File: src/rtl/gaussian_conv.sv
// Separable fixed-point Gaussian blur: raster-scans a source SRAM and writes one rounded K x K result per pixel.
// K*K+2 cycles per pixel; no backpressure, both SRAMs must accept one access every cycle.
module gaussian_conv #(
  parameter int MAX_KERNAL  = 5,
  parameter int X_MAX       = 16,
  parameter int Y_MAX       = 16,
  parameter int PIXEL_DEPTH = 8
) (
  input  logic                     clk,
  input  logic                     n_rst,
  input  logic                     new_trans,
  input  logic [$clog2(X_MAX)-1:0] max_x,
  input  logic [$clog2(Y_MAX)-1:0] max_y,
  input  logic [7:0]               kernel_size,
  input  logic [2:0]               sigma,
  output logic [$clog2(X_MAX):0]   x_addr_img,
  output logic [$clog2(Y_MAX):0]   y_addr_img,
  output logic                     ren_img,
  input  logic [PIXEL_DEPTH-1:0]   rdat_img,
  output logic [$clog2(X_MAX):0]   x_addr_conv,
  output logic [$clog2(Y_MAX):0]   y_addr_conv,
  output logic                     wen_conv,
  output logic [PIXEL_DEPTH-1:0]   wdat_conv,
  output logic                     conv_done
);
  localparam int XW  = $clog2(X_MAX);
  localparam int YW  = $clog2(Y_MAX);
  localparam int AXW = XW + 1;
  localparam int AYW = YW + 1;
  localparam int KW  = $clog2(MAX_KERNAL + 1);
  localparam int ACW = 17;
  localparam logic [ACW-1:0] PMAX = ACW'((1 << PIXEL_DEPTH) - 1);

  typedef enum logic [2:0] {IDLE, READ, LAST, WRITE, DONE} state_t;

  state_t           state;
  logic [2:0]       sig;
  logic [KW-1:0]    ksz, kx, ky;
  logic [XW-1:0]    mx, px;
  logic [YW-1:0]    my, py;
  logic [ACW-1:0]   acc;
  logic [8:0]       pend_w;
  logic             pend_vld;

  // 1-D tap weights; every set sums to 16 so the 2-D product sums to 256.
  function automatic logic [4:0] w1(input logic [KW-1:0] k, input logic [2:0] s, input logic [KW-1:0] i);
    logic [4:0] w;
    w = 5'd0;
    if (k == KW'(1)) begin
      w = 5'd16;
    end else if (k == KW'(3)) begin
      case (s)
        3'd0:    w = (i == KW'(1)) ? 5'd16 : 5'd0;
        3'd1:    w = (i == KW'(1)) ? 5'd8  : 5'd4;
        default: w = (i == KW'(1)) ? 5'd6  : 5'd5;
      endcase
    end else begin
      case (s)
        3'd0:    w = (i == KW'(2)) ? 5'd16 : 5'd0;
        3'd1:    w = (i == KW'(2)) ? 5'd6 : ((i == KW'(0) || i == KW'(4)) ? 5'd1 : 5'd4);
        3'd2:    w = (i == KW'(0) || i == KW'(4)) ? 5'd2 : 5'd4;
        default: w = (i == KW'(2)) ? 5'd4 : 5'd3;
      endcase
    end
    return w;
  endfunction

  function automatic int clamp(input int c, input int hi);
    if (c < 0)  return 0;
    if (c > hi) return hi;
    return c;
  endfunction

  logic [KW-1:0]          k_dec, half, k_end, nkx, nky;
  logic                   tap_last, row_end, pix_last;
  logic [XW-1:0]          npx;
  logic [YW-1:0]          npy;
  logic [AXW-1:0]         rd_x, nxt_x;
  logic [AYW-1:0]         rd_y, nxt_y;
  logic [8:0]             tap_w;
  logic [ACW-1:0]         prod, acc_nxt, rnd, shifted;
  logic [PIXEL_DEPTH-1:0] res;

  always_comb begin
    k_dec    = (kernel_size == 8'd1) ? KW'(1) : ((kernel_size == 8'd3) ? KW'(3) : KW'(MAX_KERNAL));
    half     = ksz >> 1;
    k_end    = ksz - 1'b1;
    tap_last = (kx == k_end) && (ky == k_end);
    nkx      = (kx == k_end) ? '0 : kx + 1'b1;
    nky      = (kx == k_end) ? ky + 1'b1 : ky;
    row_end  = (px == mx);
    pix_last = row_end && (py == my);
    npx      = row_end ? '0 : px + 1'b1;
    npy      = row_end ? py + 1'b1 : py;
    // Addresses are registered, so they are formed from the tap that will be issued next.
    rd_x     = AXW'(clamp(int'(px) + int'(nkx) - int'(half), int'(mx)));
    rd_y     = AYW'(clamp(int'(py) + int'(nky) - int'(half), int'(my)));
    nxt_x    = AXW'(clamp(int'(npx) - int'(half), int'(mx)));
    nxt_y    = AYW'(clamp(int'(npy) - int'(half), int'(my)));
    tap_w    = 9'(w1(ksz, sig, ky)) * 9'(w1(ksz, sig, kx));
    prod     = ACW'(pend_w) * ACW'(rdat_img);
    acc_nxt  = acc + (pend_vld ? prod : '0);
    rnd      = acc_nxt + ACW'(128);
    shifted  = rnd >> 8;
    res      = (shifted > PMAX) ? PMAX[PIXEL_DEPTH-1:0] : shifted[PIXEL_DEPTH-1:0];
  end

  always_ff @(posedge clk or negedge n_rst) begin
    if (!n_rst) begin
      state       <= IDLE;
      sig         <= '0;
      ksz         <= '0;
      mx          <= '0;
      my          <= '0;
      px          <= '0;
      py          <= '0;
      kx          <= '0;
      ky          <= '0;
      acc         <= '0;
      pend_w      <= '0;
      pend_vld    <= 1'b0;
      x_addr_img  <= '0;
      y_addr_img  <= '0;
      ren_img     <= 1'b0;
      x_addr_conv <= '0;
      y_addr_conv <= '0;
      wen_conv    <= 1'b0;
      wdat_conv   <= '0;
      conv_done   <= 1'b0;
    end else begin
      // Read data for the tap issued last cycle arrives now and is folded in here.
      acc      <= acc_nxt;
      pend_vld <= (state == READ);
      pend_w   <= tap_w;
      ren_img  <= 1'b0;
      wen_conv <= 1'b0;
      case (state)
        IDLE, DONE: begin
          if (new_trans) begin
            sig        <= sigma;
            ksz        <= k_dec;
            mx         <= max_x;
            my         <= max_y;
            px         <= '0;
            py         <= '0;
            kx         <= '0;
            ky         <= '0;
            x_addr_img <= '0;
            y_addr_img <= '0;
            ren_img    <= 1'b1;
            conv_done  <= 1'b0;
            state      <= READ;
          end
        end
        READ: begin
          if (tap_last) begin
            state <= LAST;
          end else begin
            kx         <= nkx;
            ky         <= nky;
            x_addr_img <= rd_x;
            y_addr_img <= rd_y;
            ren_img    <= 1'b1;
          end
        end
        LAST: begin
          wen_conv    <= 1'b1;
          wdat_conv   <= res;
          x_addr_conv <= AXW'(px);
          y_addr_conv <= AYW'(py);
          state       <= WRITE;
        end
        WRITE: begin
          acc <= '0;
          kx  <= '0;
          ky  <= '0;
          if (pix_last) begin
            conv_done <= 1'b1;
            state     <= DONE;
          end else begin
            px         <= npx;
            py         <= npy;
            x_addr_img <= nxt_x;
            y_addr_img <= nxt_y;
            ren_img    <= 1'b1;
            state      <= READ;
          end
        end
        default: state <= IDLE;
      endcase
    end
  end
endmodule

File: config.mk
export PLATFORM = sky130hd
export DESIGN_NAME = gaussian_conv
export DESIGN_NICKNAME = d
export VERILOG_FILES = /design/src/rtl/gaussian_conv.sv
export SDC_FILE = /design/constraint.sdc
export NUM_CORES = 1
export LEC_CHECK = 0
export BUFFER_PORTS_ARGS = -buffer_cell sky130_fd_sc_hd__buf_2
export CORE_UTILIZATION = 60
export DETAILED_ROUTE_END_ITERATION = 16
export PLACE_DENSITY = 0.79
export SYNTH_ARGS = -nofsm -noshare
export SYNTH_HDL_FRONTEND = slang
export SYNTH_SLANG_ARGS = --single-unit
File: constraint.sdc
create_clock -name clk -period 16.7 [get_ports clk]
set_input_delay 1.67 -clock clk [delete_from_list [all_inputs] [get_ports clk]]
set_output_delay 1.67 -clock clk [all_outputs]
set_load 0.02 [all_outputs]
==> parameters.txt <==
Parameter                              Value

Global routing
  Gr ovfl total ... 0
  Overall track demand over capacity in global routing ... 0.2581
  Maximum number of pins on one net before global-route repair ... 50
  Wire length of the first global-routing pass ... 33260 µm
  Via count of the first global-routing pass ... 7430
  Antenna violations before repair ... 0

Clocking
  Clk pin slew, worst setup/hold paths ... about 0.070 ns
  Number of clock buffers inserted by TritonCTS ... 9
  Clock network latency to the later pin of the worst-skew pair ... roughly 0.35 ns
  Clock sink count ... slightly below 90
  Number of hold-repair buffers added at the cts stage ... 0
  CTS tree ... built
  Number of buffers inserted to repair setup after CTS ... 0
  Maximum root-to-sink buffer count ... 2
  Post-cts repair resize count ... 0
  Root buffer selected by CTS ... clkbuf_16
  Level count of the clock H-tree ... 3

STA
  Setup TNS ... 0 ns
  Unrepaired setup endpoints after global routing ... no
  Setup-violating endpoint count in the final report ... 0
  Final Skew ... 0.007109 ns
  Slew at the pin closest to its max-slew limit ... 0.8961 ns
  Maximum achievable frequency ... 124.9 MHz
  Fin. Hold Viols ... 0
  Final worst-path cycle share ... 0.4795
  Relative slew slack ... 0.4011
  Minimum clock period after layout ... 8.007 ns
  Final slew viol count ... 0

Drt
  Drt drc ... 0
  Final routed wirelength across all metal layers ... 18830 µm
  Initial DRC Count ... 299
  Vias/cell ... 5.579
  Final antenna-violating net count ... 0
  Detail-routed net length per standard cell ... 14.62 µm
  Count of TritonRoute iterations in the first routing pass ... 4
  Via count ... 7186

Final layout
  Share of cells above drive strength 1 ... 0.1027
  Final Util ... 0.6661
  Cell area after layout ... 10090 µm²
  Net count of the finished layout ... 1300
  Area grow syn2layout ... 8.592%
  Total inserted antenna cells ... 0

Synthesis
  Top area cells in the synthesized netlist ... dfrtp_1, ha_1, fa_1, inv_1, and2_1
  Number of enable flip-flop cells after synthesis ... 0
  Syn_area_per_cell ... between 9 and 10 µm²
  Synth area leader ... dfrtp_1
  Primary FF master, synth ... dfrtp_1
  Yosys reg bits ... 87
  Proportion of netlist area held by the largest area contributor ... 0.2343
  Total standard cell area after synthesis ... ~9300 µm²
  Library cells used by synthesis ... 74
  Register area share after synthesis ... 0.2343
  Count of yosys warnings during synthesis ... 0
  Number of standard cells after synthesis ... between 1000 and 1500
  Async set-reset flop share out of synthesis ... 1.000

Placed design
  Final weighted congestion of routability-driven global placement ... 0.8947
  Detailed placer's ending HPWL ... 15050 µm
  Post-Place Cell Area ... 9796 µm²
  Count of buffers inserted at the top-level ports ... 58

Floorplanning
  Number of core rows ... 45
  Die Footprint ... 15990 µm²
  Number of top-level design ports ... 61
  Initial Utilization ... 0.6134
  Core Area ... 15150 µm²
  Die width ... roughly 130 µm
  Die Height ... 126.4 µm

Run
  Total of max-cap violations ... 0

Worst setup path
  Worst setup slack for register-to-register paths ... 9.58 ns
  Kind of start point of the critical path ... input port
  Endpoint required time on the critical path ... 16.91 ns
  Critical path capture point type ... flip-flop
  Data arrival time of the worst path ... 8.22 ns
  Worst Path Max Fanout ... 10
  Crit Path Class ... input port to flip-flop

Status
  Result of the run ... completed

Min path
  Kind of path behind the tightest hold check ... flip-flop to flip-flop
==> registers in the layout, summed over array words and instances (netlist names), 4 cells and up <==
name	flops
mx	4
pend_w	9
py	4
px	4
acc	17
y_addr_img	5
my	4
wdat_conv	8
x_addr_conv	4
y_addr_conv	4
x_addr_img	5
==> layout make-up <==
| cell class | instances | area [µm²] |
|---|---|---|
| well taps | 188 | 235.2 |
| fillers | 1243 | 5057 |
| inverters | 132 | 495.5 |
| multi-input cells | 803 | 6565 |
| repair buffers | 62 | 322.8 |
| clock buffers | 11 | 252.7 |
| flip-flops and latches | 87 | 2177 |
| clock inverters | 5 | 40.04 |
==> critical path, cell delays in order <==
cell and delay (ns):
buf_2 0.15, and2_1 0.16, fa_1 0.46, fa_1 0.54, inv_1 0.04, fa_1 0.46
fa_1 0.54, inv_1 0.04, ha_1 0.34, a21oi_1 0.22, o21bai_1 0.09, a21oi_1 0.22
o21bai_1 0.13, a21oi_1 0.19, xor2_1 0.16, nor2_1 0.07, ha_1 0.41, and3_4 0.20
a221oi_2 0.27, a31oi_1 0.18, a2111oi_0 0.71, o31ai_1 0.21, nor4_4 0.24, xor2_2 0.37
a31oi_1 0.15
==> placed cells by master, fill, tap and decap left out, types with 3 or more instances in the layout <==
cell type and count:
o221ai_1 9, buf_2 57, xor2_1 26, nor3_1 12
nand2_1 87, conb_1 14, and2_1 63, a31oi_1 10
xnor2_1 38, nand2b_1 11, nand3_1 19, o21ai_1 4
o211ai_1 6, dfrtp_1 87, nand4_1 7, nor2b_1 19
and3_1 12, inv_1 131, clkbuf_16 9, a211oi_1 5
mux2i_1 24, nor2_1 77, or2_2 5, buf_4 5
mux2_2 10, or3_1 5, o21ai_0 27, a21o_1 15
o21a_1 13, o21bai_1 6, o31ai_1 5, ha_1 118
fa_1 57, a21oi_1 41, and4_1 3, o22ai_1 4
nor4_1 4
==> synthesized netlist by cell type, types with 5 or more instances <==
master	n
a21oi_1	41
xnor2_1	38
dfrtp_1	87
mux2_2	10
a21o_1	15
nor2b_1	19
nor3_1	13
o21ai_0	27
o21a_1	13
or3_1	5
nand4_1	7
o211ai_1	6
clkbuf_1	16
nand2b_1	11
xor2_1	26
o31ai_1	5
ha_1	118
and2_1	63
fa_1	57
nand3_1	19
mux2i_1	24
nand2_1	87
and3_1	12
a211oi_1	5
or2_2	5
a31oi_1	10
o221ai_1	9
o21bai_1	6
nor2_1	77
inv_1	131
==> path summary, 6_finish.rpt <==
check | to | depth (start not counted) | startpoint
max | wdat_conv[5]$_DFFE_PN0P_ | 25 | rdat_img[4]
min | x_addr_img[3]$_DFFE_PN0P_ | 1 | x_addr_img[3]$_DFFE_PN0P_
max reg2reg | wdat_conv[5]$_DFFE_PN0P_ | 24 | pend_w[1]$_DFF_PN0_
min reg2reg | x_addr_img[3]$_DFFE_PN0P_ | 1 | x_addr_img[3]$_DFFE_PN0P_
max in group asynchronous | y_addr_img[2]$_DFFE_PN0P_ | 2 | n_rst
min in group asynchronous | acc[5]$_DFF_PN0_ | 1 | n_rst
==> stage by stage <==
step | setup WS (ns) | hold WS [ns] | std cells
final | 8.693 | 0.4917 | 1288
after global routing | 8.203 | 0.5060 | 1288
after CTS | 8.729 | 0.4963 | 1288
after detailed placement | 8.377 | 0.4778 | 1272
after global placement | 8.516 | 0.4713 | 1272
after floorplan | 8.884 | 0.4792 | 1044
==> routing by layer <==
metal,track usage,up-vias,part of all wire
li1,-,3591,-
met1,0.3219,3439,0.45
met2,0.4563,125,0.49
met3,0.03501,31,0.027
met4,0.09639,0,0.025
met5,0,-,0
==> cells by family after synthesis <==
logic type,count (synthesis),synth area share
buffers and inverters,154,0.06491
and+or+nand+nor,339,0.1853
other,2,0.0008084
adders and majority gates,175,0.2818
AOI/OAI and AO/OA,175,0.1310
muxes,34,0.03798
xor gates and xnor gates,66,0.06384
DFF,87,0.2343
Power is left out: the tool's default activity adds up to more than one toggle a clock period on the data nets, which glitch-free logic cannot reach.
